## src/rtl/vslc_pkg.sv

```systemverilog
// vslc_pkg: shared address width and goto handshake states for the VSLC prefetch path
package vslc_pkg;
    localparam int ADDR_W = 10;
    typedef enum logic [1:0] {
        GT_IDLE = 2'd0,
        GT_LOW  = 2'd1,
        GT_HIGH = 2'd2
    } gt_state_e;
endpackage

```

## src/rtl/tt_um_jimktrains_vslc_prefetch_buffer_if.sv

```systemverilog
// tt_um_jimktrains_vslc_prefetch_buffer_if: tagged byte stream from the prefetch FIFO head to the core
interface tt_um_jimktrains_vslc_prefetch_buffer_if #(
    parameter int ADDR_W = vslc_pkg::ADDR_W
);
    logic              out_valid;
    logic [7:0]        out_byte;
    logic [ADDR_W-1:0] out_addr;
    logic              out_ready;
    modport master(output out_valid, output out_byte, output out_addr, input out_ready);
    modport slave(input out_valid, input out_byte, input out_addr, output out_ready);
endinterface

```

## src/rtl/tt_um_jimktrains_vslc_byte_fifo.sv

```systemverilog
// tt_um_jimktrains_vslc_byte_fifo: small FIFO of address-tagged bytes with flush and occupancy count
module tt_um_jimktrains_vslc_byte_fifo #(
    parameter int DEPTH  = 4,
    parameter int ADDR_W = 10
) (
    input  logic                     clk,
    input  logic                     rst_n,
    input  logic                     push,
    input  logic                     pop,
    input  logic                     flush,
    input  logic [7:0]               din_byte,
    input  logic [ADDR_W-1:0]        din_addr,
    output logic [7:0]               head_byte,
    output logic [ADDR_W-1:0]        head_addr,
    output logic [$clog2(DEPTH):0]   count,
    output logic                     full,
    output logic                     empty
);
    localparam int PW = $clog2(DEPTH);
    localparam int CW = PW + 1;
    logic [7+ADDR_W:0] mem_q [DEPTH];
    logic [7+ADDR_W:0] mem_d [DEPTH];
    logic [PW-1:0]     wr_q, wr_d, rd_q, rd_d;
    logic [CW-1:0]     cnt_q, cnt_d;
    logic              do_push, do_pop;

    always_comb begin
        do_push = push && !flush;
        do_pop  = pop && !empty && !flush;
        mem_d   = mem_q;
        if (do_push) mem_d[wr_q] = {din_byte, din_addr};
        wr_d  = flush ? '0 : wr_q + PW'(do_push);
        rd_d  = flush ? '0 : rd_q + PW'(do_pop);
        cnt_d = flush ? '0 : cnt_q + CW'(do_push) - CW'(do_pop);
    end

    always_ff @(posedge clk or negedge rst_n) begin
        if (!rst_n) begin
            mem_q <= '{default: '0};
            wr_q  <= '0;
            rd_q  <= '0;
            cnt_q <= '0;
        end else begin
            mem_q <= mem_d;
            wr_q  <= wr_d;
            rd_q  <= rd_d;
            cnt_q <= cnt_d;
        end
    end

    assign {head_byte, head_addr} = mem_q[rd_q];
    assign count = cnt_q;
    assign full  = cnt_q == CW'(DEPTH);
    assign empty = cnt_q == '0;
endmodule

```

## src/rtl/tt_um_jimktrains_vslc_prefetch_buffer.sv

```systemverilog
// tt_um_jimktrains_vslc_prefetch_buffer: captures reader bytes by expected address, queues them for the core,
// throttles the reader with hold_n and drives goto_address/address on core jumps.
module tt_um_jimktrains_vslc_prefetch_buffer #(
    parameter int                    DEPTH      = 4,
    parameter int                    ADDR_W     = vslc_pkg::ADDR_W,
    parameter logic [ADDR_W-1:0]     RESET_ADDR = '0
) (
    input  logic                     clk,
    input  logic                     rst_n,
    input  logic                     spi_clk,
    input  logic                     read_ready,
    input  logic [7:0]               byte_read,
    input  logic [ADDR_W-1:0]        address_read,
    output logic                     hold_n,
    output logic                     goto_address,
    output logic [ADDR_W-1:0]        address,
    input  logic                     jump_req,
    input  logic [ADDR_W-1:0]        jump_addr,
    tt_um_jimktrains_vslc_prefetch_buffer_if.master out_if,
    output logic [$clog2(DEPTH):0]   count,
    output logic                     overflow
);
    import vslc_pkg::*;
    localparam int CW = $clog2(DEPTH) + 1;

    gt_state_e         st_q, st_d;
    logic              rr_q, spi_q, goto_q, goto_d, ovf_q, ovf_d;
    logic [ADDR_W-1:0] exp_q, exp_d, addr_q, addr_d;
    logic              capture, spi_neg, match, push, pop, full, empty;

    always_comb begin
        capture = read_ready && !rr_q && st_q == GT_IDLE;
        spi_neg = spi_q && !spi_clk;
        match   = capture && address_read == exp_q && !jump_req;
        pop     = out_if.out_valid && out_if.out_ready && !jump_req;
        push    = match && (!full || pop);
        exp_d   = jump_req ? jump_addr : push ? exp_q + 1'b1 : exp_q;
        addr_d  = jump_req ? jump_addr : addr_q;
        ovf_d   = ovf_q || (match && full && !pop);
        // goto_address rises and falls on successive SPI negedges so the reader samples a clean edge
        st_d    = jump_req ? GT_LOW
                : !spi_neg ? st_q
                : st_q == GT_LOW ? GT_HIGH
                : st_q == GT_HIGH ? GT_IDLE
                : st_q;
        goto_d  = jump_req ? 1'b0
                : (spi_neg && st_q == GT_LOW) ? 1'b1
                : (spi_neg && st_q == GT_HIGH) ? 1'b0
                : goto_q;
    end

    always_ff @(posedge clk or negedge rst_n) begin
        if (!rst_n) begin
            st_q   <= GT_IDLE;
            rr_q   <= 1'b0;
            spi_q  <= 1'b0;
            goto_q <= 1'b0;
            ovf_q  <= 1'b0;
            exp_q  <= RESET_ADDR;
            addr_q <= RESET_ADDR;
        end else begin
            st_q   <= st_d;
            rr_q   <= read_ready;
            spi_q  <= spi_clk;
            goto_q <= goto_d;
            ovf_q  <= ovf_d;
            exp_q  <= exp_d;
            addr_q <= addr_d;
        end
    end

    tt_um_jimktrains_vslc_byte_fifo #(.DEPTH(DEPTH), .ADDR_W(ADDR_W)) u_fifo (
        .clk       (clk),
        .rst_n     (rst_n),
        .push      (push),
        .pop       (pop),
        .flush     (jump_req),
        .din_byte  (byte_read),
        .din_addr  (address_read),
        .head_byte (out_if.out_byte),
        .head_addr (out_if.out_addr),
        .count     (count),
        .full      (full),
        .empty     (empty)
    );

    // one spare slot absorbs the byte already shifting when hold falls
    assign hold_n           = (count < CW'(DEPTH - 1)) || st_q != GT_IDLE;
    assign out_if.out_valid = !empty;
    assign goto_address     = goto_q;
    assign address          = addr_q;
    assign overflow         = ovf_q;
endmodule

```

## src/flat_wrapper.sv

```systemverilog
// flat-port wrapper written by rule: the top's interface ports become plain ports
module tt_um_jimktrains_vslc_prefetch_buffer_flat import vslc_pkg::*;
#(
    parameter int                    DEPTH      = 4,
    parameter int                    ADDR_W     = vslc_pkg::ADDR_W,
    parameter logic [ADDR_W-1:0]     RESET_ADDR = '0
)
  (clk, rst_n, spi_clk, read_ready, byte_read, address_read, hold_n, goto_address, address, jump_req, jump_addr, count, overflow, out_if_out_valid, out_if_out_byte, out_if_out_addr, out_if_out_ready);
  tt_um_jimktrains_vslc_prefetch_buffer_if #(.ADDR_W(ADDR_W)) out_if_i ();
  input  logic clk;
  input  logic rst_n;
  input  logic spi_clk;
  input  logic read_ready;
  input  logic [7:0] byte_read;
  input  logic [ADDR_W-1:0] address_read;
  output logic hold_n;
  output logic goto_address;
  output logic [ADDR_W-1:0] address;
  input  logic jump_req;
  input  logic [ADDR_W-1:0] jump_addr;
  output logic [$clog2(DEPTH):0] count;
  output logic overflow;
  output wire logic [$bits(out_if_i.out_valid)-1:0] out_if_out_valid;
  output wire logic [$bits(out_if_i.out_byte)-1:0] out_if_out_byte;
  output wire logic [$bits(out_if_i.out_addr)-1:0] out_if_out_addr;
  input wire logic [$bits(out_if_i.out_ready)-1:0] out_if_out_ready;
  assign out_if_out_valid = out_if_i.out_valid;
  assign out_if_out_byte = out_if_i.out_byte;
  assign out_if_out_addr = out_if_i.out_addr;
  assign out_if_i.out_ready = out_if_out_ready;
  tt_um_jimktrains_vslc_prefetch_buffer #(.DEPTH(DEPTH), .ADDR_W(ADDR_W), .RESET_ADDR(RESET_ADDR)) u_core (.clk(clk), .rst_n(rst_n), .spi_clk(spi_clk), .read_ready(read_ready), .byte_read(byte_read), .address_read(address_read), .hold_n(hold_n), .goto_address(goto_address), .address(address), .jump_req(jump_req), .jump_addr(jump_addr), .out_if(out_if_i), .count(count), .overflow(overflow));
endmodule
```

## config.mk

```make
export PLATFORM = sky130hd
export DESIGN_NAME = tt_um_jimktrains_vslc_prefetch_buffer_flat
export DESIGN_NICKNAME = d
export VERILOG_FILES = /design/src/rtl/vslc_pkg.sv /design/src/rtl/tt_um_jimktrains_vslc_prefetch_buffer_if.sv /design/src/rtl/tt_um_jimktrains_vslc_byte_fifo.sv /design/src/rtl/tt_um_jimktrains_vslc_prefetch_buffer.sv /design/src/flat_wrapper.sv
export SDC_FILE = /design/constraint.sdc
export NUM_CORES = 1
export LEC_CHECK = 0
export ABC_AREA = 1
export CAP_MARGIN = 20
export CORE_MARGIN = 2
export CORE_UTILIZATION = 40
export DETAILED_ROUTE_END_ITERATION = 7
export HOLD_SLACK_MARGIN = 0.12
export PLACE_DENSITY = 0.75
export SLEW_MARGIN = 10
export SYNTH_ARGS = -nofsm -noshare
export SYNTH_HDL_FRONTEND = slang
export SYNTH_SLANG_ARGS = --single-unit
```

## constraint.sdc

```tcl
create_clock -name clk -period 2.15 [get_ports clk]
set_input_delay 0.645 -clock clk [delete_from_list [all_inputs] [get_ports clk]]
set_output_delay 0.645 -clock clk [all_outputs]
set_load 0.005 [all_outputs]
```

==> reports/qor.csv <==
stage;metric;value;unit
timing;period_minus_slack;2.21;ns
die;dieArea;14200;sq um
critical_path;r2r_cells;13;
critical_path;cp_slowest_cell;fa_2;
cts;cts_root_buffer;clkbuf_16;
die;rows;42;
critical_path;path_cells;inv_2, nand2_2, nand2_2, nor2_1, nand2_1, nor2_4, nand3_2, ha_4, inv_2, ha_4, inv_4, fa_2, nor2_1;
synth;synth_cells;680;
die;die_y;119;um
timing;fmaxAchievable;453;MHz
timing;whs;0.231;ns
power;power;5.08;mW
routing;drc;0;
global_routing;groute.usage.overall;21.1;%
finish;fill_cells;1099;
synth;synthTopCellsByArea;dfrtp_1 50%, nand2_1 18%, nand3_1 8.6%;
die;pin_count;69;
timing;worst_slew_pin_slew;0.462;ns
finish;final_common_cell;nand2_1;
timing;fin_ws;-0.0596;ns
global_routing;grt_first_pass_wirelength;23900;um
synth;syn_nets;721;
routing;drt-initial-drc-count;439;
global_routing;grt-ovfl-total;0;
finish;antenna_cells;0;
run;max-cap-violations;0;
finish;ff_latch_area;2630;sq um
global_routing;grt_pass1_vias;4826;
routing;vias_per_cell;5.32;
critical_path;startpoint;u_core.exp_q[3]$_DFFE_PN0P_;
synth;synth_cell_types;30;
critical_path;crit_required;2.40;ns
global_routing;antenna_found_initial;0;
finish;drive_gt1_share;27.1;%
critical_path;crit_fanout;4;
finish;mostFrequentLayoutCells;252 x nand2_1, 104 x dfrtp_1, 82 x nand3_1;
cts;hold_buffers;0;
critical_path;crit_path_start_kind;flip-flop;
place;hpwl;9250;um
power;vdd_drop_max;426;uV
place;io_buffers;68;
finish;area_growth_syn_to_layout;39.9;%
die;coreArea;13100;sq um
hold_path;hp-class;in -> async;
synth;syn_area_per_cell;7.79;sq um
critical_path;r2r_slack;-0.06;ns
outcome;outcome;finished with violations;
critical_path;path_class;reg -> reg;
critical_path;critPathTopFamily;adder cells;
power;p_leak;3.89;nW
synth;yosysTopAreaCell;dfrtp_1;
routing;firstDrtPassIters;5;
cts;cts_tree;built;
critical_path;cp.depth;13;
finish;nets;851;
die;start_util;40.5;%
critical_path;cpPeakStageDelay;0.51;ns
critical_path;path_buf_inv;3;
place;gp_congestion;0.792;
critical_path;crit_end;u_core.u_fifo.count[1]$_DFF_PN0_;
routing;drtAntennaViolNets;0;
synth;synth_seq_cells;105;
cts;worstSkewPairLatency;0.36;ns
critical_path;r2r_start;u_core.exp_q[3]$_DFFE_PN0P_;
timing;setup_viol;8;
power;pwr_density_cell;685;nW/um^2
routing;routed_wl;15800;um
synth;synth_area;5300;sq um
cts;clkTransAtPathRegs;0.08;ns
timing;hold_viol;0;
timing;finalCritPeriodShare;103;%
finish;multi_input_area;2680;sq um
die;die_w;119;um
routing;vias;5272;
cts;cts_htree_levels;3;
outcome;violations;negative setup slack;
synth;yosys_warnings;0;
cts;cts_buffer_depth;2;
synth;synth_top_area_share;49.6;%
cts;numCtsBuffers;9;
cts;clkSinkCount;105;
timing;skew;0.0113;ns
routing;wire_per_inst;15.9;um
timing;slew_headroom;69.2;%
timing;drv_slew;0;
critical_path;arrival;2.46;ns
critical_path;timing.rr.end;u_core.u_fifo.count[1]$_DFF_PN0_;
timing;rsz0062_at_grt;yes;
critical_path;crit_path_end_kind;flip-flop;
synth;yosysSeqAreaShare;49.6;%
global_routing;grt_max_degree;43;
==> synth_stat cells <==
| master | number |
|---|---|
| clkbuf_1 | 17 |
| nor2_1 | 58 |
| nand4_2 | 4 |
| clkinv_1 | 1 |
| buf_6 | 11 |
| o21bai_4 | 1 |
| nand3_1 | 91 |
| ha_1 | 6 |
| nand4_1 | 1 |
| o211ai_1 | 1 |
| inv_1 | 34 |
| nor2_2 | 3 |
| nand2_2 | 1 |
| fa_1 | 1 |
| o21bai_1 | 1 |
| nor4_1 | 1 |
| inv_2 | 4 |
| nor2_4 | 2 |
| o21ai_0 | 48 |
| xor2_1 | 1 |
| buf_1 | 2 |
| nor2_8 | 1 |
| a21oi_1 | 3 |
| buf_2 | 2 |
| nand3_4 | 1 |
| o22ai_1 | 18 |
| dfrtp_1 | 105 |
| nor3_1 | 1 |
| xnor2_1 | 2 |
| nand2_1 | 258 |
==> flip-flops by register name (all words and copies together), names as in the netlist <==
register / cells
u_core.address: 10
u_core.exp_q: 10
u_core.goto_address: 1
u_core.overflow: 1
u_core.rr_q: 1
u_core.spi_q: 1
u_core.st_q: 2
u_core.u_fifo.count: 3
u_core.u_fifo.mem_q: 72
u_core.u_fifo.rd_q: 2
u_core.u_fifo.wr_q: 2
==> per-layer routing <==
metal | vias to the layer above | GRT usage, % | part of all wire, %
li1 | 2461 | - | -
met1 | 2522 | 28.1 | 41
met2 | 245 | 33.8 | 49
met3 | 44 | 5.12 | 7.6
met4 | 0 | 7.07 | 2.7
met5 | - | 0 | 0
==> layout make-up <==
cell class / count / area share (%)
clock buffer: 10 / 3.09
clock inverter: 6 / 0.675
inverter: 39 / 2.11
multi-input combinational: 504 / 36.1
sequential: 105 / 35.5
tap: 176 / 2.97
timing repair buffer: 151 / 19.6
==> where the power goes <==
| group | internal [mW] | leakage (nW) | switching, mW |
|---|---|---|---|
| Sequential | 2.04 | 1.42 | 0.0668 |
| Combinational | 0.677 | 2.33 | 0.698 |
| Clock | 0.803 | 0.135 | 0.787 |
| Total | 3.52 | 3.89 | 1.55 |
==> worst reg2reg max path, stage by stage, from the launching register on <==
cell and delay, ns:
dfrtp_1 0.43, inv_2 0.08, nand2_2 0.07, nand2_2 0.06
nor2_1 0.11, nand2_1 0.12, nor2_4 0.12, nand3_2 0.12
ha_4 0.23, inv_2 0.06, ha_4 0.13, inv_4 0.03
fa_2 0.51, nor2_1 0.05
==> how the worst min path moves through the flow <==
| stage | slack (ns) | to | startpoint |
|---|---|---|---|
| finish | 0.23 | u_core.u_fifo.mem_q[50]$_DFFE_PN0P_ | rst_n |
| global route | 0.26 | u_core.u_fifo.mem_q[68]$_DFFE_PN0P_ | rst_n |
| CTS | 0.24 | u_core.u_fifo.mem_q[68]$_DFFE_PN0P_ | rst_n |
| detailed placement | 0.46 | u_core.u_fifo.mem_q[49]$_DFFE_PN0P_ | u_core.u_fifo.mem_q[49]$_DFFE_PN0P_ |
| global placement | 0.46 | u_core.u_fifo.mem_q[23]$_DFFE_PN0P_ | u_core.u_fifo.mem_q[23]$_DFFE_PN0P_ |
| floorplan | 0.35 | u_core.address[0]$_DFFE_PN0P_ | rst_n |
==> timing repair <==
| action | 4_1_cts | 5_1_grt |
|---|---|---|
| resized for setup | 88 | 154 |
| pin swaps | 22 | 36 |
| gates cloned | 0 | 8 |
| endpoints found under the setup margin | 22 | 48 |
| setup buffers | 12 | 6 |
==> cell families after synthesis <==
group	synth area share [%]
compound gates	7.58
xor+xnor	0.496
fa+ha+maj	1.80
buf+inv	6.64
flops	49.6
simple gates	33.9
==> through the flow <==
stage               setup TNS [ns]  utilization, %  cell area (sq um)  setup slack [ns]  instances
global route                 -1.97            56.6               7410            -0.118        991
finish                      -0.192            56.6               7410           -0.0596        991
detailed placement          -27.10            50.1               6560            -0.829        950
CTS                         -0.942            52.7               6900            -0.103        978
floorplan                   -0.646               -               5350            -0.345        680
global placement            -24.53            50.1               6560            -0.751        950
Power figures use the tool's default switching activity.
